$ cat config.mk
export PLATFORM = sky130hd
export DESIGN_NAME = sap_1_controller_sequencer
export DESIGN_NICKNAME = d
export VERILOG_FILES = /design/src/rtl/sap_1_controller_sequencer_pkg.sv /design/src/rtl/sap_1_ring_counter.sv /design/src/rtl/sap_1_controller_sequencer.sv
export SDC_FILE = /design/constraint.sdc
export NUM_CORES = 1
export LEC_CHECK = 0
export CORE_MARGIN = 4
export CORE_UTILIZATION = 25
export CTS_CLUSTER_DIAMETER = 100
export CTS_CLUSTER_SIZE = 25
export DETAILED_ROUTE_END_ITERATION = 10
export REMOVE_ABC_BUFFERS = 1
export SETUP_SLACK_MARGIN = 0.02
export SLEW_MARGIN = 10
export SYNTH_ARGS = -nofsm -noshare
export SYNTH_HDL_FRONTEND = slang
export SYNTH_SLANG_ARGS = --single-unit
$ cat constraint.sdc
create_clock -name Clk -period 2.03 [get_ports Clk]
set_input_delay 0.406 -clock Clk [delete_from_list [all_inputs] [get_ports Clk]]
set_output_delay 0.406 -clock Clk [all_outputs]
set_load 0.01 [all_outputs]
$ cat src/rtl/sap_1_controller_sequencer_pkg.sv
// Shared constants for the SAP-1 controller/sequencer: opcodes, control words,
// CON bit positions and the one-hot T-state encoding.
package sap_1_controller_sequencer_pkg;

    localparam int OP_W  = 4;
    localparam int CON_W = 12;

    // Opcodes (IR upper nibble)
    localparam logic [OP_W-1:0] OP_LDA = 4'b0000;
    localparam logic [OP_W-1:0] OP_ADD = 4'b0001;
    localparam logic [OP_W-1:0] OP_SUB = 4'b0010;
    localparam logic [OP_W-1:0] OP_OUT = 4'b1110;
    localparam logic [OP_W-1:0] OP_HLT = 4'b1111;

    // Control words {Cp,Ep,Lm_n,Ce_n,Li_n,Ei_n,La_n,Ea,Su,Eu,Lb_n,Lo_n}
    localparam logic [CON_W-1:0] CW_FETCH_T1 = 12'h5E3;
    localparam logic [CON_W-1:0] CW_FETCH_T2 = 12'hBE3;
    localparam logic [CON_W-1:0] CW_FETCH_T3 = 12'h263;
    localparam logic [CON_W-1:0] CW_LDA_T4   = 12'h1A3;
    localparam logic [CON_W-1:0] CW_LDA_T5   = 12'h2C3;
    localparam logic [CON_W-1:0] CW_ALU_T4   = 12'h1A3;
    localparam logic [CON_W-1:0] CW_ALU_T5   = 12'h2E1;
    localparam logic [CON_W-1:0] CW_ADD_T6   = 12'h3C7;
    localparam logic [CON_W-1:0] CW_SUB_T6   = 12'h3CF;
    localparam logic [CON_W-1:0] CW_OUT_T4   = 12'h3F2;
    localparam logic [CON_W-1:0] CW_NOP      = 12'h3E3;

    // CON bit indices
    localparam int CON_CP   = 11;
    localparam int CON_EP   = 10;
    localparam int CON_LM_N = 9;
    localparam int CON_CE_N = 8;
    localparam int CON_LI_N = 7;
    localparam int CON_EI_N = 6;
    localparam int CON_LA_N = 5;
    localparam int CON_EA   = 4;
    localparam int CON_SU   = 3;
    localparam int CON_EU   = 2;
    localparam int CON_LB_N = 1;
    localparam int CON_LO_N = 0;

    // One-hot ring states
    typedef enum logic [5:0] {
        T1 = 6'b000001,
        T2 = 6'b000010,
        T3 = 6'b000100,
        T4 = 6'b001000,
        T5 = 6'b010000,
        T6 = 6'b100000
    } t_state_e;

    // True for opcodes the decoder does not know
    function automatic logic is_undefined_op(logic [OP_W-1:0] op);
        return !(op == OP_LDA || op == OP_ADD || op == OP_SUB ||
                 op == OP_OUT || op == OP_HLT);
    endfunction

endpackage

$ cat src/rtl/sap_1_ring_counter.sv
// One-hot T1..T6 ring counter with advance and restart-to-T1 controls.
// Restart wins over Adv; an illegal state recovers to T1.
module sap_1_ring_counter
    import sap_1_controller_sequencer_pkg::*;
(
    input  logic       Clk,
    input  logic       Clr_n,
    input  logic       Adv,
    input  logic       Restart,
    output logic [5:0] T
);

    t_state_e state_q, state_d;

    // Next ring position: restart, hold, or rotate one step
    always_comb begin
        state_d = state_q;
        if (Restart) begin
            state_d = T1;
        end else if (Adv) begin
            case (state_q)
                T1:      state_d = T2;
                T2:      state_d = T3;
                T3:      state_d = T4;
                T4:      state_d = T5;
                T5:      state_d = T6;
                T6:      state_d = T1;
                default: state_d = T1;
            endcase
        end
    end

    // State register with synchronous active-low clear
    always_ff @(posedge Clk) begin
        if (!Clr_n) state_q <= T1;
        else        state_q <= state_d;
    end

    assign T = state_q;

endmodule

$ cat src/rtl/sap_1_controller_sequencer.sv
// SAP-1 controller/sequencer: ring counter, opcode decoder, halt flag.
// Optional macro SAP_1_CTRL_VARIABLE_CYCLE_EN returns to T1 early when the
// remaining T states would only be NOP (LDA after T5, OUT/undefined after T4).
module sap_1_controller_sequencer
    import sap_1_controller_sequencer_pkg::*;
(
    input  logic             Clk,
    input  logic             Clr_n,
    input  logic [OP_W-1:0]  Opcode,
    output logic [CON_W-1:0] CON,
    output logic             Cp,
    output logic             Ep,
    output logic             Hlt,
    output logic [5:0]       T
);

    logic [5:0]       t;
    logic             halted_q;
    logic             hlt_at_t4;
    logic             adv;
    logic             restart;
    logic [CON_W-1:0] con_dec;

    sap_1_ring_counter u_ring (
        .Clk     (Clk),
        .Clr_n   (Clr_n),
        .Adv     (adv),
        .Restart (restart),
        .T       (t)
    );

    // Fresh HLT decode; once halted the flag alone holds the machine
    assign hlt_at_t4 = (t == T4) && (Opcode == OP_HLT) && !halted_q;
    assign adv       = !halted_q && !hlt_at_t4;

`ifdef SAP_1_CTRL_VARIABLE_CYCLE_EN
    assign restart = !halted_q &&
                     (((t == T5) && (Opcode == OP_LDA)) ||
                      ((t == T4) && ((Opcode == OP_OUT) || is_undefined_op(Opcode))));
`else
    assign restart = 1'b0;
`endif

    // Control-word decode from current T state and opcode
    always_comb begin
        con_dec = CW_NOP;
        case (t)
            T1: con_dec = CW_FETCH_T1;
            T2: con_dec = CW_FETCH_T2;
            T3: con_dec = CW_FETCH_T3;
            T4: begin
                case (Opcode)
                    OP_LDA:  con_dec = CW_LDA_T4;
                    OP_ADD:  con_dec = CW_ALU_T4;
                    OP_SUB:  con_dec = CW_ALU_T4;
                    OP_OUT:  con_dec = CW_OUT_T4;
                    default: con_dec = CW_NOP;
                endcase
            end
            T5: begin
                case (Opcode)
                    OP_LDA:  con_dec = CW_LDA_T5;
                    OP_ADD:  con_dec = CW_ALU_T5;
                    OP_SUB:  con_dec = CW_ALU_T5;
                    default: con_dec = CW_NOP;
                endcase
            end
            T6: begin
                case (Opcode)
                    OP_ADD:  con_dec = CW_ADD_T6;
                    OP_SUB:  con_dec = CW_SUB_T6;
                    default: con_dec = CW_NOP;
                endcase
            end
            default: con_dec = CW_NOP;
        endcase
    end

    // Halt flag: set on HLT in T4, cleared only by Clr_n
    always_ff @(posedge Clk) begin
        if (!Clr_n)         halted_q <= 1'b0;
        else if (hlt_at_t4) halted_q <= 1'b1;
    end

    assign CON = halted_q ? CW_NOP : con_dec;
    assign Cp  = CON[CON_CP];
    assign Ep  = CON[CON_EP];
    assign Hlt = halted_q | hlt_at_t4;
    assign T   = t;

endmodule
==> results.py <==
metrics = {
    "synth": {
        "synthTopCellsByCount": "nand2_1 (8), dfxtp_1 (7), o211ai_1 (6)",
        "yosysSeqAreaShare_pct": 18.7,
        "post-synth-top-count-cell": "nand2_1",
        "ys_ff_latch": 7,
        "yosysTopAreaCellShare_pct": 18.7,
        "synth_ff_type": "dfxtp_1",
        "synthTopCellsByArea": "dfxtp_1 (19%), o211ai_1 (6.0%), buf_4 (4.0%), nand2_1 (4.0%), a2111oi_4 (3.7%)",
        "async_reset_ff_share_pct": 0,
        "ys_warn_count": 0,
        "synth-edff-count": 0,
        "syn_inst": 94,
        "syn_area_um2": 749,
        "synth_cell_type_count": 40,
        "avgSynthCellArea_um2": 7.97,
        "synth_area_leader_cell": "dfxtp_1",
    },
    "placement": {
        "dp.cells": 181,
        "place_congestion": 0.835,
        "io_buffers": 26,
        "dp_hpwl_mm": 2.04,
    },
    "clock_tree": {
        "clock-root-buffer": "clkbuf_4",
        "cts_hold_buf": 0,
        "htreeDepth": 1,
        "cts.clk_slew.worst_paths_ns": 0.05,
        "max-clock-path-buffers": 2,
        "clock_sinks": 7,
        "cts_tree": "yes",
        "clk_latency_ns": 0.25,
        "cts_buffers": 3,
    },
    "timing": {
        "timing.hold.ws_ns": 0.661,
        "fin_crit_ns": 2.21,
        "report.final.hold_viol_count": 0,
        "relSlewSlack_pct": 71.1,
        "max_freq_mhz": 453,
        "tns_ns": -1.14,
        "rsz0062_at_grt": "true",
        "worst-slew-pin-transition_ns": 0.433,
        "setup_viol": 11,
        "slew_viol_final": 0,
        "fin_ws_ns": -0.180,
        "finalCritPeriodShare_pct": 109,
        "finalClockSkew_ns": 0.000759,
    },
    "setup_path": {
        "rrSetupSlack_ns": 0.34,
        "cp-end-kind": "output pin",
        "crit_type": "reg -> out",
        "cpMaxStageDelayCell": "a2111oi_4",
        "worst-endpoint-arrival_ns": 1.80,
        "critPathMaxFanout": 5,
        "cp_top_family": "compound AO/OA/AOI/OAI gates",
        "start_kind": "flop",
        "crit_buf_inv": 2,
        "worstPathRequired_ns": 1.62,
        "path_common_cell": "o211ai_1",
        "cp_cell_sequence": "xor2_2 -> o211ai_1 -> a2111oi_4 -> buf_4 -> o211ai_1 -> buf_2",
        "crit_path_max_incr_delay_ns": 0.41,
    },
    "finish": {
        "area_growth_pct": 110,
        "fillers": 251,
        "num_antenna_cells": 0,
        "drive_above_1_share_pct": 64.5,
        "post-route-util_pct": 56.2,
        "fin_nets": 176,
        "multi_input_area_um2": 696,
        "fin_cells": 200,
        "ff_latch_area_um2": 158,
    },
    "detailed_routing": {
        "drt_first_pass_iters": 4,
        "wire_per_inst_um": 14.6,
        "post-route-drc-count": 0,
        "via_count": 1011,
        "drt_wl_total_mm": 2.92,
        "vias_per_cell": 5.06,
        "ant_nets": 0,
        "drt_iter0_markers": 52,
    },
    "grt": {
        "grt_overflow": 0,
        "grt_pass1_vias": 1046,
        "grt_pass1_wl_mm": 4.86,
        "antenna_found_initial": 0,
        "grt_start_max_net_pins": 10,
        "grt_usage_pct": 15.2,
    },
    "floorplan": {
        "ios": 27,
        "num_rows": 19,
        "die_h_um": 62.8,
        "dieArea_um2": 3940,
        "initial_core_util_pct": 26.7,
        "coreArea_um2": 2810,
        "dieWidth_um": 62.8,
    },
    "pwr": {
        "cellPowerDensity_nw_per_um2": 406,
        "peakVddDrop_mv": 0.263,
        "p_leak_nw": 0.674,
    },
    "job": {
        "cap_violations": 0,
    },
    "outcome": {
        "status": "finished with violations",
        "violations": "negative setup slack",
    },
    "min_path": {
        "hp-class": "reg -> reg",
    },
}
## kinds of logic after synthesis
family / after synthesis / synth area share (%)
muxes: 1 / 1.34
DFF: 7 / 18.7
and+or+nand+nor: 50 / 42.1
xor gates and xnor gates: 2 / 3.34
AOI/OAI and AO/OA: 24 / 26.4
buffers and inverters: 10 / 8.18
## cell usage in the layout (no fill, tap or decap), drive strengths merged
master / instances
a2111oi: 2
a211oi: 1
a21oi: 3
a22oi: 2
a31o: 1
and2: 4
and3: 3
and3b: 1
and4b: 2
buf: 67
clkbuf: 4
clkdlybuf4s50: 7
dfxtp: 7
dlygate4sd2: 6
inv: 1
mux2i: 1
nand2: 8
nand2b: 1
nand3: 5
nand3b: 2
nor2: 6
nor2b: 3
nor3: 6
nor3b: 1
nor4: 2
nor4b: 2
o211ai: 6
o21a: 2
o21ai: 5
o221a: 1
o311a: 1
or2: 1
or3b: 1
or4: 2
xnor2: 1
xor2: 1
## power breakdown
part | leakage, nW | switching [mW] | total [mW] | internal [mW]
sequential | 0.0603 | 0.0117 | 0.156 | 0.145
combinational | 0.598 | 0.161 | 0.357 | 0.197
clock | 0.0150 | 0.0515 | 0.126 | 0.0750
total | 0.674 | 0.224 | 0.640 | 0.417
## state kept, by name (all words and copies together), names as in the netlist
signal	flops
halted_q	1
u_ring.T	6
## final timing paths
kind,start,cells after the start,to
worst max-delay path,u_ring.T[3],6,CON[5]
worst max register to register,u_ring.T[1],6,u_ring.T[3]
worst min register to register,u_ring.T[4],2,u_ring.T[4]
worst min-delay path,u_ring.T[4],2,u_ring.T[4]
## per-stage QoR
| stage | power, mW | cell area, um2 | setup slack (ns) |
|---|---|---|---|
| 2_1_floorplan | 0.279 | 692 | 0.0680 |
| 3_3_place_gp | 0.455 | 1280 | -0.705 |
| 3_5_place_dp | 0.460 | 1280 | -0.705 |
| 4_1_cts | 0.630 | 1510 | -0.173 |
| 5_1_grt | 0.687 | 1580 | -0.273 |
| 6_report | 0.640 | 1580 | -0.180 |
## metal layers
layer  routed length, um  up-vias  GRT usage, %
met3                 163        2          3.96
met2                1470       35          27.0
met1                1280      471          18.2
met4                  10        0          3.58
met5                   0        -             0
li1                    -      503             -
## what timing repair did
action,in CTS,in global routing
endpoints found under the hold margin,0,0
gates resized for setup,100,14
endpoints found under the setup margin,15,15
gates cloned,0,0
buffers inserted,13,3
pin swaps,19,6
## cell type report
class	instances	share of cell area (%)
clock buffers	4	1.67
inverters	1	0.238
multi-input cells	77	44.1
flip-flops and latches	7	10.0
well taps	31	2.46
repair buffers	80	41.5
## tightest hold or removal path: stages (launching register included)
cell and delay, ns:
dfxtp_2 0.35, buf_4 0.12, o221a_2 0.16
(Power assumes the default switching activity.)
